## config.mk

```make
export PLATFORM = sky130hd
export DESIGN_NAME = four_adder
export DESIGN_NICKNAME = d
export VERILOG_FILES = /design/src/rtl/four_adder_pkg.sv /design/src/rtl/four_adder_full_adder.sv /design/src/rtl/four_adder.sv
export SDC_FILE = /design/constraint.sdc
export NUM_CORES = 1
export LEC_CHECK = 0
export ABC_CLOCK_PERIOD_IN_PS = 1200
export BUFFER_PORTS_ARGS = -buffer_cell sky130_fd_sc_hd__buf_2
export CAP_MARGIN = 0
export CORE_AREA = 2 2 39 41
export CTS_CLUSTER_DIAMETER = 40
export DETAILED_ROUTE_END_ITERATION = 7
export DIE_AREA = 0 0 41 43
export SYNTH_ARGS = -nofsm -noshare
export SYNTH_HDL_FRONTEND = slang
export SYNTH_SLANG_ARGS = --single-unit
export TNS_END_PERCENT = 20
```

## constraint.sdc

```tcl
create_clock -name clk -period 1.2 [get_ports clk]
set_clock_uncertainty 0.2 [all_clocks]
set_input_delay 0.12 -clock clk [delete_from_list [all_inputs] [get_ports clk]]
set_output_delay 0.12 -clock clk [all_outputs]
set_load 0.01 [all_outputs]
```

## src/rtl/four_adder_pkg.sv

```systemverilog
// four_adder_pkg
//   Shared constants and types for the registered ripple-carry adder.
//   ADDER_WIDTH : default operand/sum width of four_adder
//   nibble_t    : operand/sum type at the default width
package four_adder_pkg;

  localparam int ADDER_WIDTH = 4;

  typedef logic [ADDER_WIDTH-1:0] nibble_t;

endpackage : four_adder_pkg

```

## src/rtl/four_adder_full_adder.sv

```systemverilog
// full_adder
//   One-bit full adder cell, the building block of the ripple chain.
//   Ports:
//     a, b : operand bits
//     ci   : carry in
//     s    : sum bit
//     co   : carry out
module full_adder
  import four_adder_pkg::*;
(
  input  logic a,
  input  logic b,
  input  logic ci,
  output logic s,
  output logic co
);

  logic halfSum;

  // Propagate term is shared between the sum bit and the carry-out so the
  // cell stays in the classic generate/propagate form.
  always_comb begin
    halfSum = a ^ b;
    s       = halfSum ^ ci;
    co      = (a & b) | (ci & halfSum);
  end

endmodule : full_adder

```

## src/rtl/four_adder.sv

```systemverilog
// four_adder
//   Registered WIDTH-bit ripple-carry adder with carry-in, carry-out and a
//   signed-overflow flag. Operands are captured on a valid strobe and the
//   result appears one clock later together with out_valid.
//   Ports:
//     clk       : clock, all state on rising edge
//     rst_n     : asynchronous active-low reset
//     in_valid  : A/B/Cin are valid this cycle
//     A, B      : operands (unsigned or two's complement)
//     Cin       : carry in
//     out_valid : S/Cout/Ovf carry a new result this cycle
//     S         : registered sum, A + B + Cin mod 2^WIDTH
//     Cout      : registered carry out of the MSB
//     Ovf       : registered signed overflow flag
module four_adder
  import four_adder_pkg::*;
#(
  parameter int WIDTH = ADDER_WIDTH
) (
  input  logic             clk,
  input  logic             rst_n,
  input  logic             in_valid,
  input  logic [WIDTH-1:0] A,
  input  logic [WIDTH-1:0] B,
  input  logic             Cin,
  output logic             out_valid,
  output logic [WIDTH-1:0] S,
  output logic             Cout,
  output logic             Ovf
);

  logic [WIDTH:0]   carry;
  logic [WIDTH-1:0] sumComb;
  logic             ovfComb;

  assign carry[0] = Cin;

  // Ripple chain: each cell consumes the carry produced by the bit below.
  for (genvar i = 0; i < WIDTH; i++) begin : gen_chain
    full_adder u_fa (
      .a  (A[i]),
      .b  (B[i]),
      .ci (carry[i]),
      .s  (sumComb[i]),
      .co (carry[i+1])
    );
  end

  // Signed overflow happens exactly when the carry into the sign bit differs
  // from the carry out of it.
  assign ovfComb = carry[WIDTH-1] ^ carry[WIDTH];

  // Output register bank. Results only load on a valid strobe, so garbage or
  // X on the operands while idle never reaches the held outputs; out_valid
  // simply mirrors the strobe one cycle late.
  always_ff @(posedge clk or negedge rst_n) begin
    if (!rst_n) begin
      out_valid <= 1'b0;
      S         <= '0;
      Cout      <= 1'b0;
      Ovf       <= 1'b0;
    end else begin
      out_valid <= in_valid;
      if (in_valid) begin
        S    <= sumComb;
        Cout <= carry[WIDTH];
        Ovf  <= ovfComb;
      end
    end
  end

endmodule : four_adder

```

Yosys cells after proc, flatten, opt, wreduce, memory -nomap -nowiden
Index checks and enable logic that the tools add are counted.
- register bits: 7
- input bits: 12
- output and inout bits: 7
- word-level logic and storage cells: 25
- bitwise logic cells: 21
- operators by type and width (cell ; count):
    $xor A1 B1 Y1 ; 9
    $and A1 B1 Y1 ; 8
    $or A1 B1 Y1 ; 4

Depth between registers and ports, before layout
- word-level depth: 10
- gate-level depth with buffers: 9
- depth with buffers taken out: 9

Hierarchy
From an unflattened synthesis, not the netlist that was laid out.
- cell total of the unflattened synthesis: 20
- area, all modules: 359.1 sq um
- modules (own cells, without submodules) (module ; times used ; cells an instance ; area each (sq um) ; sequential area each (sq um)):
    four_adder ; 1 ; 16 ; 279.0 ; 175.2
    full_adder ; 4 ; 1 ; 20.0 ; 0.0

Worst setup path before layout
Ideal clock, no wire load.
- kind: in2reg
- from: in A[0]
- to: reg Ovf
- library setup time: 125 ps
- arrival: 1724 ps
- data required time: 875 ps
- path slack: -849 ps
- stages: 9
- path buffers: 0
- cell sequence: fa_1 -> inv_1 -> fa_1 -> inv_1 -> fa_1 -> inv_1 -> fa_1 -> xnor2_1 -> mux2_4
- word-level cells in the longest chain between the ends: 10
- elaborated cells between the ends (all ways): 11
- those cells by class: bitwise (11)
- ends and longest elaborated chain (element ; RTL line ; RTL):
    start, declared ; four_adder.sv:23 ; input logic [WIDTH-1:0] A,
    $xor A1 B1 Y1 ; four_adder_full_adder.sv:23 ; halfSum = a ^ b;
    $and A1 B1 Y1 ; four_adder_full_adder.sv:25 ; co = (a & b) | (ci & halfSum);
    $or A1 B1 Y1 * ; four_adder_full_adder.sv:25 ;
    $and A1 B1 Y1 * ; four_adder_full_adder.sv:25 ;
    $or A1 B1 Y1 * ; four_adder_full_adder.sv:25 ;
    $and A1 B1 Y1 * ; four_adder_full_adder.sv:25 ;
    $or A1 B1 Y1 * ; four_adder_full_adder.sv:25 ;
    $and A1 B1 Y1 ; four_adder_full_adder.sv:25 ;
    $or A1 B1 Y1 ; four_adder_full_adder.sv:25 ;
    $xor A1 B1 Y1 * ; four_adder.sv:51 ; assign ovfComb = carry[WIDTH-1] ^ carry[WIDTH];
    end signal, assigned ; four_adder.sv:67 ; Ovf <= ovfComb;
    end, declared ; four_adder.sv:29 ; output logic Ovf
Every way passes the cells marked *; elsewhere a longest branch is shown, timed or not.
A chain may end at the register's enable or synchronous reset.

Worst setup path in the final report
- from: in Cin
- to: reg Ovf
- word-level cells in the longest chain between the ends: 9
- ends and longest elaborated chain (element ; RTL line ; RTL):
    start, declared ; four_adder.sv:25 ; input logic Cin,
    $and A1 B1 Y1 * ; four_adder_full_adder.sv:25 ;
    $or A1 B1 Y1 * ; four_adder_full_adder.sv:25 ;
    $and A1 B1 Y1 * ; four_adder_full_adder.sv:25 ;
    $or A1 B1 Y1 * ; four_adder_full_adder.sv:25 ;
    $and A1 B1 Y1 * ; four_adder_full_adder.sv:25 ;
    $or A1 B1 Y1 * ; four_adder_full_adder.sv:25 ;
    $and A1 B1 Y1 ; four_adder_full_adder.sv:25 ;
    $or A1 B1 Y1 ; four_adder_full_adder.sv:25 ;
    $xor A1 B1 Y1 * ; four_adder.sv:51 ;
Marked as above.

==> results.yml <==
status:
  status: "finished with violations"
  violations: "hold timing, setup timing"
setup_path:
  required_ns: 1.13
  cp_slowest_cell: "fa_2"
  worst-path-stages: 10
  cp_slowest_stage_delay_ns: 0.37
  reg2reg_depth: 1
  path_cells: "buf_6, fa_2, inv_2, fa_2, inv_2, fa_2, inv_2, fa_2, xnor2_1, mux2_4"
  cpLargestDelayFamily: "adder cells"
  arrival_ns: 1.79
  end_kind: "flip-flop"
  path_max_fanout: 2
  critPathKind: "input pin to flip-flop"
  cp_common_cell: "fa_2"
  cp_num_buf_inv: 4
  startpoint_type: "input pin"
final_layout:
  nFillCells: 136
  antenna_cells: 0
  drive_gt1_share_pct: 66.0
  syn_to_final_growth_pct: 47.7
  layoutNonFillerInstCount: 69
  final_util_pct: 40.3
  fin_nets: 70
clocking:
  tritoncts: "built"
  clock_sinks: 7
  holdBufCountCts: 1
  cts_buffers: 3
  htreeDepth: 1
  clk_pin_slew_ns: 0.05
  clkLatencyLatePin_ns: 0.25
  clockBufferDepth: 2
  cts-root-buf: "clkbuf_4"
floorplanning:
  row_count: 14
  die_w_um: 41
  die_area_mm2: 0.00176
  pin_count: 19
  initial_utilization_pct: 27.3
  core_area_mm2: 0.00138
  dieHeight_um: 43
power_and_ir_drop:
  p_per_area_mw_per_mm2: 1320
  vdd_ir_drop_max_v: 0.000388
  p_leak_uw: 0.000289
placement:
  dp_slack_ns: -0.989
  hpwl_um: 596
  place.gp.congestion: 0.733
  placed_cells: 62
  port_buffers: 18
detailed_routing:
  final_antenna_net_count: 0
  dr_total_vias: 284
  dr.pass1.iters: 1
  wl_per_cell_um: 10.1
  drcViolationCount: 0
  vias_per_cell: 4.12
  wl_um: 695
  drt_first_iter_violations: 0
timing:
  fin_hold_ws_ns: -0.0855
  hold_viol_final: 1
  rsz0062_at_grt: "yes"
  tns_ns: -2.18
  setup_viol: 5
  tightestPinTransition_ns: 0.219
  fmax_ghz: 0.539
  setup_ws_ns: -0.656
  maxSlewViolCount: 0
  min_period_ns: 1.86
  min_period_over_period_pct: 155
  relSlewSlack_pct: 85.4
synthesis:
  synth_area_um2: 378
  netlist_instances: 29
  synth_nets: 45
  syn_area_per_cell_um2: 13.0
  synth.distinct_cells: 9
  ys_seq_area_share_pct: 46.4
  ys_ff_latch: 7
  yosysWarnings: 0
grt:
  antenna_found_initial: 0
  grt_start_max_net_pins: 10
  grt-ovfl-total: 0
  grt.total_usage_pct: 11.1
  grt_pass1_vias: 305
  grt_pass1_wl_um: 1240
run:
  max-cap-violations: 0
min_path:
  worst_hold_path_type: "input pin to flip-flop"
  min_path_cells: 1
## synth_stat cells
cell	number	share of area [%]
a21oi_1	2	2.6
mux2_4	3	12
fa_1	4	21
dfrtp_1	7	46
nor2_1	2	2.0
inv_1	8	7.9
xnor2_1	1	2.3
buf_6	1	3.0
mux2i_1	1	2.6
## sequential cells by signal (all words and copies together), names as in the netlist
name / count
S: 4
Cout: 1
Ovf: 1
out_valid: 1
## cell type report
| class | count | area, µm² | area share [%] |
|---|---|---|---|
| clock buffers | 4 | 26.3 | 4.71 |
| inverters | 8 | 30.0 | 5.38 |
| multi-input cells | 13 | 179 | 32.1 |
| flip-flops and latches | 7 | 175 | 31.4 |
| well taps | 16 | 20.0 | 3.59 |
| repair buffers | 21 | 128 | 22.9 |
## timing repair
item	4_1_cts	5_1_grt
gates resized for setup	8	0
setup endpoints to repair	5	5
hold endpoints to repair	8	1
pin swaps	6	3
buffers inserted	2	0
## layer usage
| layer | global-route usage [%] | wire length, µm |
|---|---|---|
| met1 | 11.4 | 235 |
| met2 | 16.9 | 399 |
| met3 | 0 | 18 |
| met4 | 14.0 | 42 |
| met5 | 0 | 0 |
## placed cells by master (no fill, tap or decap), drive strengths merged
cell / netlist / layout
clkbuf: 0 / 4
a21oi: 2 / 2
dfrtp: 7 / 7
mux2i: 1 / 1
dlygate4sd3: 0 / 1
fa: 4 / 4
mux2: 3 / 3
nor2: 2 / 2
xnor2: 1 / 1
buf: 1 / 20
inv: 8 / 8
## path summary, 6_finish.rpt
| check | slack, ns | end | start |
|---|---|---|---|
| max in group asynchronous | 0.63 | S[3] | rst_n |
| hold / removal | -0.09 | out_valid | in_valid |
| setup reg to reg | 0.24 | Ovf | Ovf |
| min in group asynchronous | 0.02 | S[2] | rst_n |
| hold reg to reg | 0.31 | S[3] | S[3] |
| setup / recovery | -0.66 | Ovf | Cin |
## stage by stage
| stage | hold WS, ns | instance area (µm²) | power (µW) |
|---|---|---|---|
| after global placement | -0.243 | 482 | 495 |
| after global routing | -0.0792 | 558 | 783 |
| final | -0.0855 | 558 | 735 |
| after CTS | -0.0921 | 558 | 750 |
| after floorplan | -0.376 | 383 | 418 |
| after detailed placement | -0.241 | 482 | 506 |
## power breakdown
| part | internal [µW] | switching (µW) |
|---|---|---|
| Clock | 127 | 87.9 |
| Sequential | 279 | 22.6 |
| Combinational | 123 | 96.1 |
| Total | 529 | 207 |
## kinds of logic after synthesis
kind of cell             count (synthesis)  share of synthesized area, %
buffers and inverters                    9                          10.9
flip-flops                               7                          46.4
multiplexers                             4                          14.6
adder cells (fa/ha/maj)                  4                          21.2
AO/OA/AOI/OAI                            2                          2.65
AND/OR/NAND/NOR                          2                          1.99
XOR/XNOR                                 1                          2.32
(Power assumes the default switching activity.)
